## config.mk

```make
export PLATFORM = sky130hd
export DESIGN_NAME = instr_fetch_unit
export DESIGN_NICKNAME = d
export VERILOG_FILES = /design/src/rtl/fetch_pkg.sv /design/src/rtl/instr_field_split.sv /design/src/rtl/instr_fetch_unit.sv
export SDC_FILE = /design/constraint.sdc
export NUM_CORES = 1
export LEC_CHECK = 0
export CORE_MARGIN = 8
export CORE_UTILIZATION = 47
export CTS_CLUSTER_DIAMETER = 60
export DETAILED_ROUTE_END_ITERATION = 8
export HOLD_SLACK_MARGIN = 0.06
export PLACE_DENSITY = 0.92
export SLEW_MARGIN = 40
export SYNTH_ARGS = -nofsm -noshare
export SYNTH_HDL_FRONTEND = slang
export SYNTH_SLANG_ARGS = --single-unit
```

## constraint.sdc

```tcl
create_clock -name clk -period 3.2 [get_ports clk]
set_input_delay 0.64 -clock clk [delete_from_list [all_inputs] [get_ports clk]]
set_output_delay 0.64 -clock clk [all_outputs]
set_load 0.02 [all_outputs]
```

## src/rtl/fetch_pkg.sv

```systemverilog
// ---------------------------------------------------------------------------
// fetch_pkg
// Types and constants shared by the instruction fetch unit, the field
// splitter and the decoder/controller.
//   - fetch_state_t    : fetch sequencer states (ST_HALT only with the
//                        FETCH_MISALIGN_CHK_EN build option)
//   - NOP_INSTR        : canonical NOP (addi x0, x0, 0)
//   - RESET_PC_DEFAULT : default reset program counter
//   - OPC_*            : base-ISA major opcodes
//   - align_word()     : clears the two low address bits
// Build option: FETCH_MISALIGN_CHK_EN adds the misaligned-target halt state.
// ---------------------------------------------------------------------------
package fetch_pkg;

  localparam int unsigned XLEN_FIXED       = 32;
  localparam logic [31:0] RESET_PC_DEFAULT = 32'h0000_0000;
  localparam logic [31:0] NOP_INSTR        = 32'h0000_0013;

  localparam logic [6:0] OPC_LOAD   = 7'h03;
  localparam logic [6:0] OPC_OP_IMM = 7'h13;
  localparam logic [6:0] OPC_AUIPC  = 7'h17;
  localparam logic [6:0] OPC_STORE  = 7'h23;
  localparam logic [6:0] OPC_OP     = 7'h33;
  localparam logic [6:0] OPC_LUI    = 7'h37;
  localparam logic [6:0] OPC_BRANCH = 7'h63;
  localparam logic [6:0] OPC_JALR   = 7'h67;
  localparam logic [6:0] OPC_JAL    = 7'h6F;
  localparam logic [6:0] OPC_SYSTEM = 7'h73;

  typedef enum logic [1:0] {
    ST_REQ  = 2'd0,
    ST_WAIT = 2'd1,
    ST_FULL = 2'd2
`ifdef FETCH_MISALIGN_CHK_EN
    ,
    ST_HALT = 2'd3
`endif
  } fetch_state_t;

  function automatic logic [31:0] align_word(input logic [31:0] addr);
    return {addr[31:2], 2'b00};
  endfunction

endpackage

```

## src/rtl/instr_field_split.sv

```systemverilog
// ---------------------------------------------------------------------------
// instr_field_split
// Purely combinational slicing of a 32-bit instruction word into its
// standard fields.
// Ports:
//   instr  in  32  instruction word
//   opcode out 7   instr[6:0]
//   funct3 out 3   instr[14:12]
//   funct7 out 7   instr[31:25]
//   rd     out 5   instr[11:7]
//   rs1    out 5   instr[19:15]
//   rs2    out 5   instr[24:20]
// ---------------------------------------------------------------------------
module instr_field_split
  import fetch_pkg::*;
(
  input  logic [31:0] instr,
  output logic [6:0]  opcode,
  output logic [2:0]  funct3,
  output logic [6:0]  funct7,
  output logic [4:0]  rd,
  output logic [4:0]  rs1,
  output logic [4:0]  rs2
);

  assign opcode = instr[6:0];
  assign rd     = instr[11:7];
  assign funct3 = instr[14:12];
  assign rs1    = instr[19:15];
  assign rs2    = instr[24:20];
  assign funct7 = instr[31:25];

endmodule

```

## src/rtl/instr_fetch_unit.sv

```systemverilog
// ---------------------------------------------------------------------------
// instr_fetch_unit
// Holds the PC, issues one instruction-memory request at a time, registers
// the returned word and presents it to decode under valid/ready. Redirects
// from execute take priority in every state; a fetch already in flight when
// a redirect arrives is marked killed and its response is dropped.
// Ports:
//   clk, rst_n                     clock, async active-low reset
//   imem_req_valid/ready, imem_addr   request channel (word-aligned address)
//   imem_rsp_valid, imem_rdata        response return
//   redirect_valid, redirect_pc       PC change from execute
//   out_valid/ready                   handshake to decode
//   out_pc, out_instr, out_opcode, out_funct3, out_funct7,
//   out_rd, out_rs1, out_rs2          presented instruction and fields
//   out_fault                         misaligned redirect target
// Build option: FETCH_MISALIGN_CHK_EN -- a redirect to a non-word-aligned
// target presents a faulting NOP instead of fetching, then halts until the
// next redirect. Without it out_fault is 0 and target low bits are cleared.
// ---------------------------------------------------------------------------
module instr_fetch_unit
  import fetch_pkg::*;
#(
  parameter int               XLEN     = 32,
  parameter logic [XLEN-1:0]  RESET_PC = RESET_PC_DEFAULT
) (
  input  logic             clk,
  input  logic             rst_n,
  output logic             imem_req_valid,
  input  logic             imem_req_ready,
  output logic [XLEN-1:0]  imem_addr,
  input  logic             imem_rsp_valid,
  input  logic [XLEN-1:0]  imem_rdata,
  input  logic             redirect_valid,
  input  logic [XLEN-1:0]  redirect_pc,
  output logic             out_valid,
  input  logic             out_ready,
  output logic [XLEN-1:0]  out_pc,
  output logic [XLEN-1:0]  out_instr,
  output logic [6:0]       out_opcode,
  output logic [2:0]       out_funct3,
  output logic [6:0]       out_funct7,
  output logic [4:0]       out_rd,
  output logic [4:0]       out_rs1,
  output logic [4:0]       out_rs2,
  output logic             out_fault
);

  fetch_state_t     state_r;
  logic [XLEN-1:0]  pc_r;
  logic             kill_r;
  logic             req_valid_r;
  logic             out_valid_r;
  logic [XLEN-1:0]  out_pc_r;
  logic [XLEN-1:0]  instr_r;

  logic             req_fire_s;
  logic             restart_s;
  logic [XLEN-1:0]  redir_pc_s;
  logic [XLEN-1:0]  restart_pc_s;

`ifdef FETCH_MISALIGN_CHK_EN
  logic             fault_r;
  logic             restart_fault_s;

  assign redir_pc_s      = redirect_pc;
  assign restart_fault_s = |restart_pc_s[1:0];
  assign out_fault       = fault_r;
`else
  logic             unused_low_bits_s;

  assign redir_pc_s        = align_word(redirect_pc);
  assign unused_low_bits_s = ^redirect_pc[1:0];
  assign out_fault         = 1'b0;
`endif

  assign req_fire_s     = req_valid_r & imem_req_ready;
  // A restart always begins from the redirect target when one is present.
  assign restart_pc_s   = redirect_valid ? redir_pc_s : pc_r;

  assign imem_req_valid = req_valid_r;
  assign imem_addr      = pc_r;
  assign out_valid      = out_valid_r;
  assign out_pc         = out_pc_r;
  assign out_instr      = instr_r;

  // Decide when the sequencer abandons its current work and restarts fetch.
  always_comb begin
    restart_s = 1'b0;
    case (state_r)
      ST_REQ:  restart_s = redirect_valid & ~req_fire_s;
      // Killed response, or a redirect colliding with the response: drop it.
      ST_WAIT: restart_s = imem_rsp_valid & (kill_r | redirect_valid);
      ST_FULL: restart_s = redirect_valid;
`ifdef FETCH_MISALIGN_CHK_EN
      ST_HALT: restart_s = redirect_valid;
`endif
      default: restart_s = 1'b0;
    endcase
  end

  // Fetch sequencer: PC, kill flag, state and every registered output.
  always_ff @(posedge clk or negedge rst_n) begin
    if (!rst_n) begin
      state_r     <= ST_REQ;
      pc_r        <= RESET_PC;
      kill_r      <= 1'b0;
      req_valid_r <= 1'b0;
      out_valid_r <= 1'b0;
      out_pc_r    <= {XLEN{1'b0}};
      instr_r     <= {XLEN{1'b0}};
`ifdef FETCH_MISALIGN_CHK_EN
      fault_r     <= 1'b0;
`endif
    end else if (restart_s) begin
      pc_r   <= restart_pc_s;
      kill_r <= 1'b0;
`ifdef FETCH_MISALIGN_CHK_EN
      if (restart_fault_s) begin
        // Misaligned target: present a faulting NOP without touching memory.
        state_r     <= ST_FULL;
        req_valid_r <= 1'b0;
        out_valid_r <= 1'b1;
        out_pc_r    <= restart_pc_s;
        instr_r     <= NOP_INSTR;
        fault_r     <= 1'b1;
      end else begin
        state_r     <= ST_REQ;
        req_valid_r <= 1'b1;
        out_valid_r <= 1'b0;
        fault_r     <= 1'b0;
      end
`else
      state_r     <= ST_REQ;
      req_valid_r <= 1'b1;
      out_valid_r <= 1'b0;
`endif
    end else begin
      case (state_r)
        ST_REQ: begin
          if (req_fire_s) begin
            // A redirect in the accept cycle leaves this fetch wrong-path.
            state_r     <= ST_WAIT;
            req_valid_r <= 1'b0;
            kill_r      <= redirect_valid;
            if (redirect_valid) begin
              pc_r <= redir_pc_s;
            end
          end else begin
            // Also raises the request the first cycle after reset release.
            req_valid_r <= 1'b1;
          end
        end
        ST_WAIT: begin
          if (imem_rsp_valid) begin
            state_r     <= ST_FULL;
            instr_r     <= imem_rdata;
            out_pc_r    <= pc_r;
            out_valid_r <= 1'b1;
          end else if (redirect_valid) begin
            kill_r <= 1'b1;
            pc_r   <= redir_pc_s;
          end
        end
        ST_FULL: begin
          if (out_ready) begin
            out_valid_r <= 1'b0;
`ifdef FETCH_MISALIGN_CHK_EN
            if (fault_r) begin
              state_r <= ST_HALT;
            end else begin
              state_r     <= ST_REQ;
              req_valid_r <= 1'b1;
              pc_r        <= pc_r + 32'd4;
            end
`else
            state_r     <= ST_REQ;
            req_valid_r <= 1'b1;
            pc_r        <= pc_r + 32'd4;
`endif
          end
        end
`ifdef FETCH_MISALIGN_CHK_EN
        ST_HALT: begin
          out_valid_r <= 1'b0;
        end
`endif
        default: begin
          state_r     <= ST_REQ;
          req_valid_r <= 1'b0;
          out_valid_r <= 1'b0;
        end
      endcase
    end
  end

  instr_field_split u_split (
    .instr  (instr_r),
    .opcode (out_opcode),
    .funct3 (out_funct3),
    .funct7 (out_funct7),
    .rd     (out_rd),
    .rs1    (out_rs1),
    .rs2    (out_rs2)
  );

endmodule
```

==> results of run 1 <==
## through the flow
stage	power [uW]	std cells
3_3_place_gp	5740	758
4_1_cts	6940	774
5_1_grt	7230	774
3_5_place_dp	5880	758
6_report	6890	774
2_1_floorplan	4240	460
## per-layer routing
layer  part of all wire, %  vias up  global-route usage, %
met5                     0        -                      0
met4                   2.2        0                   7.81
met3                   9.5       31                   7.61
met2                    49      223                   36.1
met1                    39     2192                   25.2
li1                      -     1995                      -
## power breakdown
| group | switching [uW] | total [uW] | internal, uW |
|---|---|---|---|
| clock | 458 | 1060 | 602 |
| sequential | 534 | 2330 | 1790 |
| combinational | 1720 | 3510 | 1790 |
| total | 2710 | 6890 | 4190 |
## synth_stat cells (5+ instances only)
library cell	number	area, sq um
a21oi_1	25	125
a22oi_1	5	37.5
and3_1	7	43.8
buf_2	7	35.0
buf_4	33	248
clkbuf_1	12	45.0
dfrtp_1	101	2530
inv_1	5	18.8
mux2_2	66	743
mux2i_1	10	100
nand2_1	34	128
nand2b_1	6	37.5
nand3_1	13	65.1
nand4_1	13	81.3
nor2_1	23	86.3
nor3_1	6	30.0
o21ai_0	19	95.1
o22ai_1	10	62.6
## final timing paths
path	cells past startpoint	slack [ns]	to
min	1	0.29	out_pc[24]
min reg2reg	1	0.49	out_valid
max reg2reg	5	0.84	imem_addr[28]
max in group asynchronous	2	2.22	out_instr[19]
min in group clk	1	0.49	out_valid
max	6	0.66	imem_addr[2]
## kinds of logic after synthesis
group	count (synthesis)
and+or+nand+nor	123
muxes	76
DFF	101
other	1
AOI/OAI and AO/OA	95
buffers and inverters	61
adders and majority gates	1
xor gates and xnor gates	2
## critical path: stages
cell	delay, ns
clkdlybuf4s50_1	0.83
nor3b_1	0.12
o21ai_0	0.36
o21a_1	0.35
nor2_1	0.07
a2111oi_0	0.40
## sequential cells by signal, summed over array words and instances (netlist names)
signal and cells:
kill_r 1, out_valid 1, state_r 2, imem_req_valid 1, out_instr 32, imem_addr 32, out_pc 32
## area by class of cell
cell class                 instances  share of cell area (%)
sequential                       101                    34.8
multi-input combinational        298                    29.7
timing repair buffer             213                    29.1
tap                              140                    2.41
clock inverter                     7                    2.00
clock buffer                       9                    1.70
inverter                           6                   0.310
==> reports/results.ini, run 1 <==
[clocking]
cts.root.buffer_cell = clkbuf_8
numCtsBuffers = 9
clk_latency_ns = 0.37
ctsHtreeMaxLevel = 3
post_cts_resized = 0
holdBufCountCts = 0
cts_setup_buffers = 0
cts_buffer_depth = 2
clock-sinks = 101
clk_pin_slew_ns = 0.10
cts_tree = done

[logic_synthesis]
synthAdderAreaFrac_pct = 0.248
synth_top_family_by_area = multiplexers
synth_async_sr_flop_share_pct = 100
syn-num-nets = 531
ys_types = 57
yosys.area_share.simple_pct = 12.9
synth_edf_count = 0
syn_avg_cell_area_sq_um = 11.0
synthMuxAreaShare_pct = 16.7
synthXorXnorAreaFrac_pct = 0.348
syn_inst = 460
seq_area_frac_synth_pct = 50.1
ys_warn_count = 0
synth_ff_type = dfrtp_1
synth-compound-area-share_pct = 12.4
synth-seq-cells = 101
netlist_area_sq_mm = 0.00504

[place]
portBuffers = 197
place_area_sq_mm = 0.00700
place_hpwl_mm = 11.8
preCtsSetupSlack_ns = 0.405
place.gp.congestion = 0.882

[floorplan]
fp.coreArea_sq_mm = 0.0107
die_w_um = 120
io_pins = 201
die-area_sq_mm = 0.0143
row_count = 38
start_util_pct = 47.3
die_h_um = 120

[pwr]
power.leakage_uw = 0.00296
power.density_mw_per_mm2 = 948
ir_drop_uv = 568

[sta]
fin_hold_ws_ns = 0.285
tightest_slew_ns = 0.646
tns_ns = 0
fin_crit_sh_pct = 79.3
period_minus_slack_ns = 2.54
rsz0062_at_grt = false
final.setup_skew_ns = 0.0132
hold_viol = 0
max_freq_mhz = 394
drv_slew = 0
layout_setup_ws_ns = 0.662
setup_violations = 0
timing.slew.headroom_pct = 56.6

[critical_path]
cp.required_ns = 3.43
crit_path_end_kind = flip-flop
crit_path_max_fanout = 12
critPathLaunch = redirect_valid
path_class = input port to flip-flop
r2r-start = state_r[1]
critPathArrivalTime_ns = 2.77
critPathLaunchType = input port

[route]
ant_nets = 0
vias = 4441
post_drt_wl_per_cell_um = 20.1
wl_mm = 15.6
drc_errors = 0
first_pass_iters = 5
viasPerCell = 5.74
drt-initial-drc-count = 350

[global_routing]
grt_pass1_vias = 4717
overflow = 0
grt_pass1_wl_mm = 25.1
grt_antenna_before_repair = 0
grt_max_degree = 52
grt_usage_pct = 21.6

[final_layout]
fillerInstances = 799
post-route-util_pct = 68.3
multi_input_area_sq_mm = 0.00216
drive_above_1_share_pct = 17.4
mostFrequentLayoutCells = 196 x clkdlybuf4s50_1, 101 x dfrtp_1, 66 x mux2_2, 34 x nand2_1, 25 x a21oi_1
design_area_sq_mm = 0.00727
layout_commonest_cell = clkdlybuf4s50_1
diodes = 0
area_delta_synth_final_pct = 44.3
final_nets = 700
register_area_sq_mm = 0.00253

[outcome]
outcome = completed

[job]
cap_violations = 0

[hold_path]
worstHoldPathType = input port to asynchronous set/reset pin

Power figures use the tool's default switching activity.
==> run 2: changes to the inputs <==
--- a/config.mk
+++ b/config.mk
@@ -6,11 +6,11 @@
 export NUM_CORES = 1
 export LEC_CHECK = 0
 export CORE_MARGIN = 8
-export CORE_UTILIZATION = 47
+export CORE_UTILIZATION = 40
 export CTS_CLUSTER_DIAMETER = 60
 export DETAILED_ROUTE_END_ITERATION = 8
 export HOLD_SLACK_MARGIN = 0.06
-export PLACE_DENSITY = 0.92
+export PLACE_DENSITY = 0.84
 export SLEW_MARGIN = 40
 export SYNTH_ARGS = -nofsm -noshare
 export SYNTH_HDL_FRONTEND = slang
==> constraint.sdc (replaced) <==
create_clock -name clk -period 2.05 [get_ports clk]
set_input_delay 0.41 -clock clk [delete_from_list [all_inputs] [get_ports clk]]
set_output_delay 0.41 -clock clk [all_outputs]
set_load 0.02 [all_outputs]
==> run 2 against run 1 <==
  * Via count rose by 2.3%
  * Routed wire length rose by 1.5%
  * Worst setup slack got worse by 0.57 ns
  * Total power rose by 63%
  * Non-clock buffer count rose by 50
  * Sequential power rose by 49%
  * Clock power rose by 76%
  * Die area rose by 15%
  * Cell count rose by 11%
==> reports/results.ini, run 2 (synthesized netlist as in run 1, its figures left out) <==
[outcome]
outcome = completed

[critical_path]
reg2reg_depth = 5
critPathLaunchType = flip-flop
r2r_setup_slack_ns = 0.18
crit_path_max_fanout = 6
path_class = flip-flop to output pin
crit_path_end_kind = output pin
critPathLaunch = imem_addr[2]
reg2reg_to = imem_addr[19]
cp.required_ns = 1.64
critPathArrivalTime_ns = 1.55
r2r-start = imem_addr[9]
critPathCapture = imem_addr[2]

[sta]
fin_hold_ws_ns = 0.453
tns_ns = 0
max_freq_mhz = 511
period_minus_slack_ns = 1.96
final.setup_skew_ns = 0.0112
hold_viol = 0
drv_slew = 0
rsz0062_at_grt = false
fin_crit_sh_pct = 95.5
setup_violations = 0
layout_setup_ws_ns = 0.0922

[clocking]
clk_pin_slew_ns = 0.07
cts_setup_buffers = 0
cts_tree = done
clk_latency_ns = 0.36
cts_buffer_depth = 2
clock-sinks = 101
cts.root.buffer_cell = clkbuf_16
numCtsBuffers = 9
ctsHtreeMaxLevel = 3

[pwr]
p_sw_share_pct = 38.1
power_frac_comb_pct = 52.6
power.density_mw_per_mm2 = 1450
p_switching_uw = 4290
power.leakage_uw = 0.00325
power_frac_clock_pct = 16.6
internal_power_uw = 6970
ir_drop_uv = 877
seq_power_share_pct = 30.8

[hold_path]
worstHoldPathType = input port to asynchronous set/reset pin

[floorplan]
row_count = 41
fp.coreArea_sq_mm = 0.0125
die_h_um = 128
io_pins = 201
die_w_um = 128
start_util_pct = 40.4
die-area_sq_mm = 0.0164

[route]
first_pass_iters = 4
vias = 4542
post_drt_wl_per_cell_um = 18.5
wl_mm = 15.8
ant_nets = 0
viasPerCell = 5.31
drt-initial-drc-count = 390
drc_errors = 0

[final_layout]
mostFrequentLayoutCells = 196 x clkdlybuf4s50_1, 100 x dfrtp_1, 66 x mux2_2, 63 x buf_4, 34 x nand2_1
layout_commonest_cell = clkdlybuf4s50_1
drive_above_1_share_pct = 23.1
final_cells = 856
final_nets = 750
area_delta_synth_final_pct = 53.9
diodes = 0

[global_routing]
grt_max_degree = 47
overflow = 0
grt_pass1_wl_mm = 25.0
grt_pass1_vias = 4854
grt_antenna_before_repair = 0
grt_usage_pct = 19.3

[place]
portBuffers = 197
preCtsSetupSlack_ns = -0.161
dp_cells = 839
place.gp.congestion = 0.924
place_hpwl_mm = 12.6

[job]
cap_violations = 0

[run 2: cell type report]
type / instances / area (sq um)
clock buffers: 12 / 256
clock inverters: 4 / 70.1
fillers: 1006 / 4710
inverters: 6 / 22.5
multi-input cells: 298 / 2160
flip-flops and latches: 101 / 2530
well taps: 172 / 215
repair buffers: 263 / 2500
[run 2: critical path, cell delays in order, from the launching register on]
cell and delay, ns:
dfrtp_1 0.40, buf_4 0.16, clkdlybuf4s50_1 0.63
[run 2: layer usage]
layer	vias up	track usage, %	part of all wire (%)	wire [um]
li1	2099	-	-	-
met1	2236	21.3	38	5950
met3	30	6.41	8.7	1370
met2	177	33.1	51	8070
met4	0	8.18	2.7	420
met5	-	0	0	0
[run 2: power by group through the flow]
stage          logic (uW)  registers [uW]  clock network [uW]
6_report             5930            3470                1870
5_1_grt              6240            3610                2000
4_1_cts              5980            3480                1910
3_5_place_dp         5960            3510                   0
3_3_place_gp         5830            3430                   0
2_1_floorplan        2200            4420                   0
[run 2: through the flow]
step           cell area [sq um]  power, uW  util [%]
6_report                    7760      11300      62.2
3_3_place_gp                7420       9260      59.5
3_5_place_dp                7420       9460      59.5
4_1_cts                     7760      11400      62.2
2_1_floorplan               5040       6620         -
5_1_grt                     7760      11800      62.2
[run 2: worst min-delay path by stage]
stage                     depth (start not counted)  start      endpoint  slack, ns
after floorplan                                   0  rst_n  imem_addr[0]       0.11
after global placement                            1  rst_n    out_pc[11]       0.28
after detailed placement                          1  rst_n    out_pc[11]       0.28
after CTS                                         2  rst_n    state_r[1]       0.44
after global routing                              2  rst_n    state_r[1]       0.48
final                                             2  rst_n    state_r[1]       0.45
[run 2: repair_timing]
| item | in CTS | in global routing |
|---|---|---|
| gates resized for setup | 0 | 1 |
| endpoints found under the hold margin | 11 | 0 |
| endpoints found under the setup margin | 0 | 1 |
| hold buffers | 1 | 0 |
